File: src/rtl/mem_access_unit.sv
// rtl/mem_access_unit.sv - memory-stage access controller for the data RAM
//
// Turns the MEM-stage controls into a request/ready transaction on the data
// RAM, stalls the pipeline while the transaction is outstanding, aligns byte
// loads/stores and drops misaligned word accesses with a fault pulse.
//
// Optional feature macro: MEM_TIMEOUT_EN
//   defined   : an ACCESS that sees no dm_ready_in for TIMEOUT_CYCLES cycles
//               is aborted and timeout_fault_out pulses.
//   undefined : ACCESS waits indefinitely; timeout_fault_out is tied 0.
//
// Ports
//   clk, reset          clock, synchronous active-high reset
//   mem_enable_in       MEM-stage access request
//   mem_rw_in           1 = store, 0 = load
//   mem_size_in         1 = byte, 0 = word
//   mem_addr_in         byte address
//   mem_wdata_in        store data (byte store uses [7:0])
//   stall_out           combinational pipeline hold
//   load_data_out       registered load result, held until the next load
//   load_valid_out      1-cycle pulse, load_data_out valid
//   align_fault_out     1-cycle pulse, misaligned word access dropped
//   timeout_fault_out   1-cycle pulse, access aborted
//   dm_req_out          RAM request, held until ready
//   dm_we_out           RAM write enable
//   dm_addr_out         word-aligned RAM address
//   dm_be_out           little-endian byte enables
//   dm_wdata_out        RAM write data
//   dm_rdata_in         RAM read data, valid with dm_ready_in
//   dm_ready_in         RAM completes the request this cycle

module mem_access_unit #(
    parameter int ADDR_WIDTH     = 32,
    parameter int TIMEOUT_CYCLES = 16
) (
    input  logic                  clk,
    input  logic                  reset,
    input  logic                  mem_enable_in,
    input  logic                  mem_rw_in,
    input  logic                  mem_size_in,
    input  logic [ADDR_WIDTH-1:0] mem_addr_in,
    input  logic [31:0]           mem_wdata_in,
    output logic                  stall_out,
    output logic [31:0]           load_data_out,
    output logic                  load_valid_out,
    output logic                  align_fault_out,
    output logic                  timeout_fault_out,
    output logic                  dm_req_out,
    output logic                  dm_we_out,
    output logic [ADDR_WIDTH-1:0] dm_addr_out,
    output logic [3:0]            dm_be_out,
    output logic [31:0]           dm_wdata_out,
    input  logic [31:0]           dm_rdata_in,
    input  logic                  dm_ready_in
);

    typedef enum logic [1:0] {
        S_IDLE   = 2'd0,
        S_ACCESS = 2'd1,
        S_DONE   = 2'd2
    } state_t;

    state_t state_q;
    state_t state_d;

    // Transaction captured at accept; the RAM side is driven only from these
    // so dm_* stays stable even if the pipeline inputs move.
    logic                  rw_q;
    logic                  size_q;
    logic [ADDR_WIDTH-1:0] addr_q;
    logic [31:0]           wdata_q;

    logic                  load_valid_q;
    logic                  align_fault_q;
    logic [31:0]           load_data_q;

    logic misaligned;
    logic accept;
    logic in_access;
    logic limit_hit;
    logic [31:0] rdata_shifted;

    assign misaligned    = mem_enable_in && !mem_size_in && (mem_addr_in[1:0] != 2'b00);
    assign accept        = (state_q == S_IDLE) && mem_enable_in && !misaligned;
    assign in_access     = (state_q == S_ACCESS);
    assign rdata_shifted = dm_rdata_in >> {addr_q[1:0], 3'b000};

`ifdef MEM_TIMEOUT_EN
    localparam int CNT_W = $clog2(TIMEOUT_CYCLES + 1);

    logic [CNT_W-1:0] wait_cnt_q;
    logic             timeout_fault_q;

    // The limit is reached on the ACCESS cycle whose missing ready would make
    // the count equal TIMEOUT_CYCLES; a ready on that same cycle still wins.
    assign limit_hit = in_access && !dm_ready_in
                       && (wait_cnt_q == CNT_W'(TIMEOUT_CYCLES - 1));

    always_ff @(posedge clk) begin
        if (reset) begin
            wait_cnt_q      <= '0;
            timeout_fault_q <= 1'b0;
        end else begin
            timeout_fault_q <= limit_hit;
            if (accept) begin
                wait_cnt_q <= '0;
            end else if (in_access && !dm_ready_in) begin
                wait_cnt_q <= wait_cnt_q + 1'b1;
            end
        end
    end

    assign timeout_fault_out = timeout_fault_q;
`else
    assign limit_hit         = 1'b0;
    assign timeout_fault_out = 1'b0;
`endif

    always_comb begin
        state_d   = state_q;
        stall_out = 1'b0;
        case (state_q)
            S_IDLE: begin
                if (accept) begin
                    stall_out = 1'b1;
                    state_d   = S_ACCESS;
                end
            end
            S_ACCESS: begin
                stall_out = 1'b1;
                if (dm_ready_in || limit_hit) begin
                    state_d = S_DONE;
                end
            end
            S_DONE: begin
                // mem_enable_in still shows the instruction just finished.
                state_d = S_IDLE;
            end
            default: begin
                state_d = S_IDLE;
            end
        endcase
    end

    always_ff @(posedge clk) begin
        if (reset) begin
            state_q       <= S_IDLE;
            rw_q          <= 1'b0;
            size_q        <= 1'b0;
            addr_q        <= '0;
            wdata_q       <= '0;
            load_valid_q  <= 1'b0;
            align_fault_q <= 1'b0;
            load_data_q   <= '0;
        end else begin
            state_q       <= state_d;
            load_valid_q  <= 1'b0;
            align_fault_q <= (state_q == S_IDLE) && misaligned;
            if (accept) begin
                rw_q    <= mem_rw_in;
                size_q  <= mem_size_in;
                addr_q  <= mem_addr_in;
                wdata_q <= mem_wdata_in;
            end
            if (in_access) begin
                if (dm_ready_in) begin
                    if (!rw_q) begin
                        load_data_q  <= size_q ? {24'b0, rdata_shifted[7:0]} : dm_rdata_in;
                        load_valid_q <= 1'b1;
                    end
                end else if (limit_hit) begin
                    load_data_q <= '0;
                end
            end
        end
    end

    assign load_data_out   = load_data_q;
    assign load_valid_out  = load_valid_q;
    assign align_fault_out = align_fault_q;

    // RAM side is quiet outside ACCESS; byte enables only narrow for byte stores.
    assign dm_req_out   = in_access;
    assign dm_we_out    = in_access && rw_q;
    assign dm_addr_out  = in_access ? {addr_q[ADDR_WIDTH-1:2], 2'b00} : '0;
    assign dm_be_out    = !in_access ? 4'h0
                        : (rw_q && size_q) ? (4'b0001 << addr_q[1:0])
                        : 4'hF;
    assign dm_wdata_out = !(in_access && rw_q) ? 32'h0
                        : size_q ? {4{wdata_q[7:0]}}
                        : wdata_q;

endmodule

File: config.mk
export PLATFORM = sky130hd
export DESIGN_NAME = mem_access_unit
export DESIGN_NICKNAME = d
export VERILOG_FILES = /design/src/rtl/mem_access_unit.sv
export SDC_FILE = /design/constraint.sdc
export NUM_CORES = 1
export LEC_CHECK = 0
export ABC_AREA = 1
export CORE_MARGIN = 4
export CORE_UTILIZATION = 47
export DETAILED_ROUTE_END_ITERATION = 6
export PLACE_DENSITY_LB_ADDON = 0.12
export SLEW_MARGIN = 10
export SYNTH_ARGS = -nofsm -noshare
export SYNTH_HDL_FRONTEND = slang
export SYNTH_SLANG_ARGS = --single-unit
File: constraint.sdc
create_clock -name clk -period 4.6 [get_ports clk]
set_clock_uncertainty 0.2 [all_clocks]
set_input_delay 0.92 -clock clk [delete_from_list [all_inputs] [get_ports clk]]
set_output_delay 0.92 -clock clk [all_outputs]
set_load 0.1 [all_outputs]
==> results.yml, run 1 <==
global_route:
  grt-ovfl-total: 0
  grt_antenna_before_repair: 0
  grt_max_degree: 68
  grt.total_usage: 0.233
  first_global_vias: 4949
  grt_pass1_wl_mm: 24.1
routing:
  route.detailed.drc: 0
  drt_wl_total_mm: 14.8
  wire_per_inst_um: 14.0
  viasPerCell: 4.97
  postRouteAntennaNets: 0
  dr.pass1.iters: 5
  initialDrtViolationCount: 293
  vias: 5271
floorplan:
  coreArea_mm2: 0.0103
  dieHeight_um: 111
  die_area_mm2: 0.0123
  io_pins: 208
  rows: 37
  start_util: 0.482
  die_x_um: 111
timing:
  setup_ws_ps: 1230
  tns_ps: 0
  finalCriticalPeriod_ps: 3370
  slew_headroom: 0.283
  worstMarginPinSlew_ps: 1070
  timing.final.crit_share: 0.734
  max_freq_mhz: 296
  finalSetupViolCount: 0
  hold_viol: 0
  rsz0062_at_grt: "false"
  slew_violations: 0
clocking:
  clock_sinks: 102
  clockBufferDepth: 2
  h-tree-depth: 3
  cts_tree: "built"
  clock_latency_ps: 350
  cts_buffers: 9
  postCtsSetupBuffers: 0
  post_cts_resized: 0
  cts_hold_buf: 0
  clk_pin_slew_ps: 90
  cts_root_buffer: "clkbuf_8"
yosys:
  yosys-top-cells-area: "dfxtp_1, nor2_1, nand2_1"
  yosysSeqAreaShare: 0.410
  synth_cell_types: 20
  syn-mean-instance-area_um2: 6.60
  synth_seq_cells: 102
  yosys.area.top_type: "dfxtp_1"
  yosys_warnings: 0
  syn_inst: 754
  netlist_area_mm2: 0.00498
  synth_top_area_share: 0.410
setup_path:
  critPathCaptureType: "output port"
  path_class: "reg2out"
  crit_path_cell_trace: "inv_1, nand2_1, a21oi_1, buf_4"
  critPathSlowestCell: "inv_1"
  arrival_ps: 2250
  path_buf_inv: 2
  critPathTopFamily: "buffers and inverters"
  crit_required_ps: 3480
  crit_fanout: 26
  start_kind: "flip-flop"
  critPathMaxStageDelay_ps: 680
finish:
  layout_commonest_cell: "nor2_1"
  n_fill_cell: 896
  mostFrequentLayoutCells: "nor2_1, nand2_1, clkdlybuf4s50_1, dfxtp_1, buf_4"
  syn_to_final_growth_pct: 41.6
  finalNetCount: 1021
  final_cells: 1060
  drive_gt1_frac: 0.110
  num_antenna_cells: 0
  final_util: 0.683
power:
  powerDensity_mw_per_mm2: 339
  power.total_uw: 2390
  leakagePower_uw: 0.00302
  vdd_ir_drop_max_mv: 0.198
place:
  hpwl_mm: 10.7
  io_buffer_count: 204
  place_inst: 1044
  place_congestion: 0.833
  post-place-ws_ps: 1440
run:
  cap_violations: 0
run_status:
  status: "complete, no violations"
hold_path:
  min_path_type: "reg2reg"
[power by group]
part / switching [uW] / leakage (uW) / internal (uW)
sequential: 51.8 / 0.000838 / 955
combinational: 482 / 0.00206 / 225
clock: 312 / 0.000120 / 364
[sequential cells by signal, indices dropped and copies added, names as in the netlist]
name / flops
addr_q: 32
state_q: 2
load_data_out: 32
size_q: 1
align_fault_out: 1
rw_q: 1
load_valid_out: 1
wdata_q: 32
[worst register-to-register path, stage by stage (launching register included)]
cell and delay [ps]:
dfxtp_1 760, clkinv_1 460, nand2_1 180, nand2_1 190
a21oi_1 220, a21oi_1 90
[Yosys cell counts, drive strengths merged]
cell type	n
a21oi	68
conb	1
o21ai	1
nor3	3
buf	37
clkinv	2
nor2	172
clkbuf	22
nand3	60
nand2	162
nand3b	63
inv	61
dfxtp	102
[through the flow]
step	cell area, um2	hold WS, ps
floorplan	4990	254
global placement	6800	255
detailed placement	6800	259
CTS	7050	274
global route	7050	292
finish	7050	268
[cells by family (layout without fill, tap and decap cells)]
family	Yosys count	in the layout	synth area share
compound gates	69	69	0.0694
buf+inv	122	290	0.106
flops	102	102	0.410
other cells	1	3	0.000753
simple gates	460	460	0.414
[routing by layer]
metal	vias up	track usage	wire, um
li1	2677	-	-
met3	30	0.0579	1180
met4	0	0.0805	335
met2	201	0.386	7130
met5	-	0	0
met1	2363	0.296	6150
[final cells by class]
cell class              instances  area (um2)  area share
multi-input cells             532        2420       0.344
flip-flops and latches        102        2040       0.290
repair buffers                211        1930       0.274
inverters                      63         236      0.0335
well taps                     136         170      0.0241
clock buffers                   9         124      0.0176
clock inverters                 7         120      0.0170
[path summary, 6_finish.rpt]
| path | from | endpoint | slack, ps | depth (start not counted) |
|---|---|---|---|---|
| worst max-delay path | size_q | dm_wdata_out[8] | 1230 | 4 |
| worst min-delay path | load_data_out[25] | load_data_out[25] | 270 | 2 |
| worst max register to register | addr_q[0] | load_data_out[6] | 2390 | 5 |
| worst min register to register | load_data_out[25] | load_data_out[25] | 270 | 2 |
No activity file was read; power rests on OpenSTA's default activity.
==> inputs of run 2 (changes only) <==
CORE_UTILIZATION = 39   (was 47)
clock period = 2.85 ns   (was 4.6 ns; I/O delays follow)
==> results.yml, run 2 (same netlist as run 1, synthesis figures left out) <==
setup_path:
  arrival_ps: 1860
  critPathLaunch: "mem_enable_in"
  crit_fanout: 4
  r2r-end: "addr_q[21]"
  path_class: "in2out"
  rr_worst_depth: 7
  r2r-start: "state_q[1]"
  r2r_slack_ps: 860
  start_kind: "primary input"
  critPathCaptureType: "output port"
  crit_required_ps: 2080
hold_path:
  worstHoldStart: "load_data_out[28]"
  hold_end: "load_data_out[28]"
  min_path_type: "reg2reg"
  hold_depth: 2
floorplan:
  die_x_um: 121
  coreArea_mm2: 0.0126
  start_util: 0.396
  io_pins: 208
  dieHeight_um: 121
  die_area_mm2: 0.0146
  rows: 41
routing:
  viasPerCell: 4.86
  initialDrtViolationCount: 418
  dr.pass1.iters: 5
  route.detailed.drc: 0
  postRouteAntennaNets: 0
  wire_per_inst_um: 14.5
  drt_wl_total_mm: 16.0
  vias: 5341
place:
  place_congestion: 0.883
  io_buffer_count: 204
  place_inst: 1086
  hpwl_mm: 11.7
clocking:
  postCtsSetupBuffers: 0
  cts_tree: "built"
  clk_pin_slew_ps: 60
  h-tree-depth: 3
  clock_latency_ps: 340
  cts_root_buffer: "clkbuf_16"
  clock_sinks: 102
  cts_buffers: 9
  clockBufferDepth: 2
power:
  power.total_uw: 4090
  combPwrFrac: 0.321
  vdd_ir_drop_max_mv: 0.299
  net-switching-power_uw: 1430
  powerDensity_mw_per_mm2: 493
  seqPwrFrac: 0.393
  leakagePower_uw: 0.00333
  clock_power_share: 0.286
  p_int_uw: 2660
  netSwitchingFraction: 0.349
timing:
  slew_headroom: 0.261
  max_freq_mhz: 380
  finalCriticalPeriod_ps: 2630
  finalSetupViolCount: 0
  timing.final.crit_share: 0.924
  worstMarginPinSlew_ps: 1110
  hold_viol: 0
  slew_violations: 0
  rsz0062_at_grt: "false"
finish:
  num_antenna_cells: 0
  layout_commonest_cell: "nor2_1"
  finalNetCount: 1027
  final_util: 0.660
  mostFrequentLayoutCells: "nor2_1, nand2_1, dfxtp_1, clkdlybuf4s50_1, buf_12"
  final_cells: 1100
  syn_to_final_growth_pct: 66.6
  drive_gt1_frac: 0.186
run_status:
  status: "complete, no violations"
global_route:
  grt_pass1_wl_mm: 25.3
  first_global_vias: 5059
  grt-ovfl-total: 0
  grt_antenna_before_repair: 1
  grt.total_usage: 0.213
  grt_max_degree: 68
run:
  cap_violations: 0
[run 2: final cells by class]
cell class,count,area [um2]
Clock inverter,2,35.0
Tap cell,172,215
Timing Repair Buffer,217,2770
Inverter,63,236
Sequential cell,102,2040
Clock buffer,12,236
Multi-Input combinational cell,532,2760
Fill cell,1058,4270
[run 2: how the worst max path moves through the flow]
stage,to,cells after the start
after floorplan,dm_be_out[0],4
after global placement,addr_q[21],7
after detailed placement,addr_q[21],7
after CTS,dm_wdata_out[8],7
after global routing,dm_wdata_out[8],7
final,stall_out,6
[run 2: per-layer routing]
metal,routed length [um],vias to the layer above,global-route usage
met5,19,-,0
met4,276,2,0.0588
met3,1270,22,0.0662
met2,7500,189,0.343
met1,6890,2437,0.276
li1,-,2691,-
[run 2: worst max-delay path, cell delays in order]
cell and delay [ps]:
clkdlybuf4s50_1 610, inv_2 70, nor2_4 120, nand2_2 90, nand2_1 190, buf_12 210
[run 2: stage by stage]
stage / setup slack, ps / setup TNS, ps / hold WS, ps / area, um2
global route: 146 / 0 / 292 / 8290
floorplan: -50.6 / -881 / 254 / 5340
detailed placement: 63.0 / 0 / 260 / 8020
CTS: 64.7 / 0 / 271 / 8290
finish: 217 / 0 / 268 / 8290
global placement: 132 / 0 / 253 / 8020
[run 2: timing repair]
| item | 4_1_cts | 5_1_grt |
|---|---|---|
| hold buffers | 0 | 0 |
| resized for setup | 0 | 1 |
| endpoints found under the setup margin | 0 | 16 |
[run 2: power by group through the flow]
stage | sequential (uW) | clock (uW) | combinational, uW
floorplan | 1770 | 0 | 750
global placement | 1630 | 0 | 1300
detailed placement | 1640 | 0 | 1320
CTS | 1610 | 1190 | 1320
global route | 1620 | 1250 | 1410
finish | 1610 | 1170 | 1320
==> inputs of run 3 (changes only) <==
CORE_ASPECT_RATIO = 0.75   (was not set)
==> results.yml, run 3 (same netlist as run 1, synthesis figures left out) <==
power:
  power.total_uw: 4170
  leakagePower_uw: 0.00335
  powerDensity_mw_per_mm2: 500
  vdd_ir_drop_max_mv: 0.328
timing:
  finalSetupViolCount: 0
  rsz0062_at_grt: "false"
  hold_viol: 0
  slew_violations: 0
  timing.final.crit_share: 0.887
  max_freq_mhz: 395
  slew_headroom: 0.257
  setup_ws_ps: 322
  worstMarginPinSlew_ps: 1110
  finalCriticalPeriod_ps: 2530
finish:
  final_cells: 1097
  layout_commonest_cell: "nor2_1"
  n_fill_cell: 1039
  mostFrequentLayoutCells: "nor2_1, nand2_1, dfxtp_1, clkdlybuf4s50_1, buf_12"
  finalNetCount: 1028
  seq_area_mm2: 0.00204
  syn_to_final_growth_pct: 67.2
  num_antenna_cells: 0
  drive_gt1_frac: 0.191
  final_util: 0.672
  multi_input_area_mm2: 0.00276
routing:
  vias: 5429
  viasPerCell: 4.95
  postRouteAntennaNets: 0
  dr.pass1.iters: 5
  wire_per_inst_um: 15.3
  initialDrtViolationCount: 388
  drt_wl_total_mm: 16.8
  route.detailed.drc: 0
setup_path:
  path_class: "in2out"
  rr_worst_depth: 7
  crit_fanout: 4
  r2r-end: "addr_q[26]"
  critPathCaptureType: "output port"
  r2r_slack_ps: 840
  start_kind: "primary input"
  crit_required_ps: 2080
  r2r-start: "state_q[1]"
  arrival_ps: 1760
hold_path:
  worstHoldStart: "load_data_out[10]"
  hold_depth: 2
  min_path_type: "reg2reg"
  hold_end: "load_data_out[10]"
clocking:
  clockBufferDepth: 2
  post_cts_resized: 0
  h-tree-depth: 3
  cts_hold_buf: 0
  cts_tree: "built"
  postCtsSetupBuffers: 0
  clock_sinks: 102
  cts_buffers: 9
  clk_pin_slew_ps: 70
  clock_latency_ps: 340
  cts_root_buffer: "clkbuf_16"
floorplan:
  die_x_um: 138
  rows: 35
  die_area_mm2: 0.0147
  start_util: 0.402
  dieHeight_um: 106
  io_pins: 208
  coreArea_mm2: 0.0124
global_route:
  grtUsageMet3: 0.0703
  met2_usage: 0.368
  grt_antenna_before_repair: 0
  grt_max_degree: 68
  grt-ovfl-total: 0
  first_global_vias: 5345
  grt_pass1_wl_mm: 27.2
  grt.busiest_layer: "met2"
  grt.total_usage: 0.227
  grt_use_met1: 0.290
place:
  place_inst: 1081
  io_buffer_count: 204
  hpwl_mm: 12.3
  post-place-ws_ps: 70.1
  place_congestion: 0.860
run_status:
  status: "complete, no violations"
run:
  cap_violations: 0
[run 3: cell types whose count changed in the layout (fill, tap and decap cells not counted)]
cell        previous run  this run
clkinv_2               1         0
inv_1                 56        55
buf_6                  1         0
clkbuf_8               0         1
clkinv_4               0         3
buf_4                 44        46
clkinvlp_4             0         1
clkbuf_1               3         2
[run 3: how the worst max path moves through the flow]
stage / start / endpoint / cells after the start
global placement: mem_enable_in / rw_q / 7
CTS: size_q / dm_wdata_out[17] / 4
finish: mem_enable_in / stall_out / 6
floorplan: state_q[1] / dm_be_out[0] / 4
global route: state_q[1] / stall_out / 5
detailed placement: mem_enable_in / addr_q[26] / 7
[run 3: cell type report]
cell class	count	area share
clock buffers	12	0.0296
repair buffers	218	0.334
multi-input cells	532	0.331
inverters	63	0.0289
clock inverters	4	0.00676
well taps	166	0.0249
flip-flops and latches	102	0.245
[run 3: through the flow]
| step | area [um2] | TNS, ps | hold WS [ps] |
|---|---|---|---|
| after floorplan | 5340 | -881 | 254 |
| after global placement | 8020 | 0 | 252 |
| after detailed placement | 8020 | 0 | 259 |
| after CTS | 8320 | 0 | 269 |
| after global routing | 8330 | 0 | 275 |
| final | 8330 | 0 | 268 |
[run 3: critical path: stages]
cell and delay [ps]:
clkdlybuf4s50_1 570, inv_2 70, nor2_4 110, nand2_2 90, nand2_1 150, buf_12 200
[run 3: power by group]
group | internal, uW | switching, uW
Clock | 711 | 531
Sequential | 1540 | 64.4
Combinational | 449 | 870
[run 3: routing by layer]
metal / up-vias / wire [um]
met4: 0 / 326
li1: 2688 / -
met2: 241 / 7680
met5: - / 0
met1: 2473 / 7270
met3: 27 / 1470
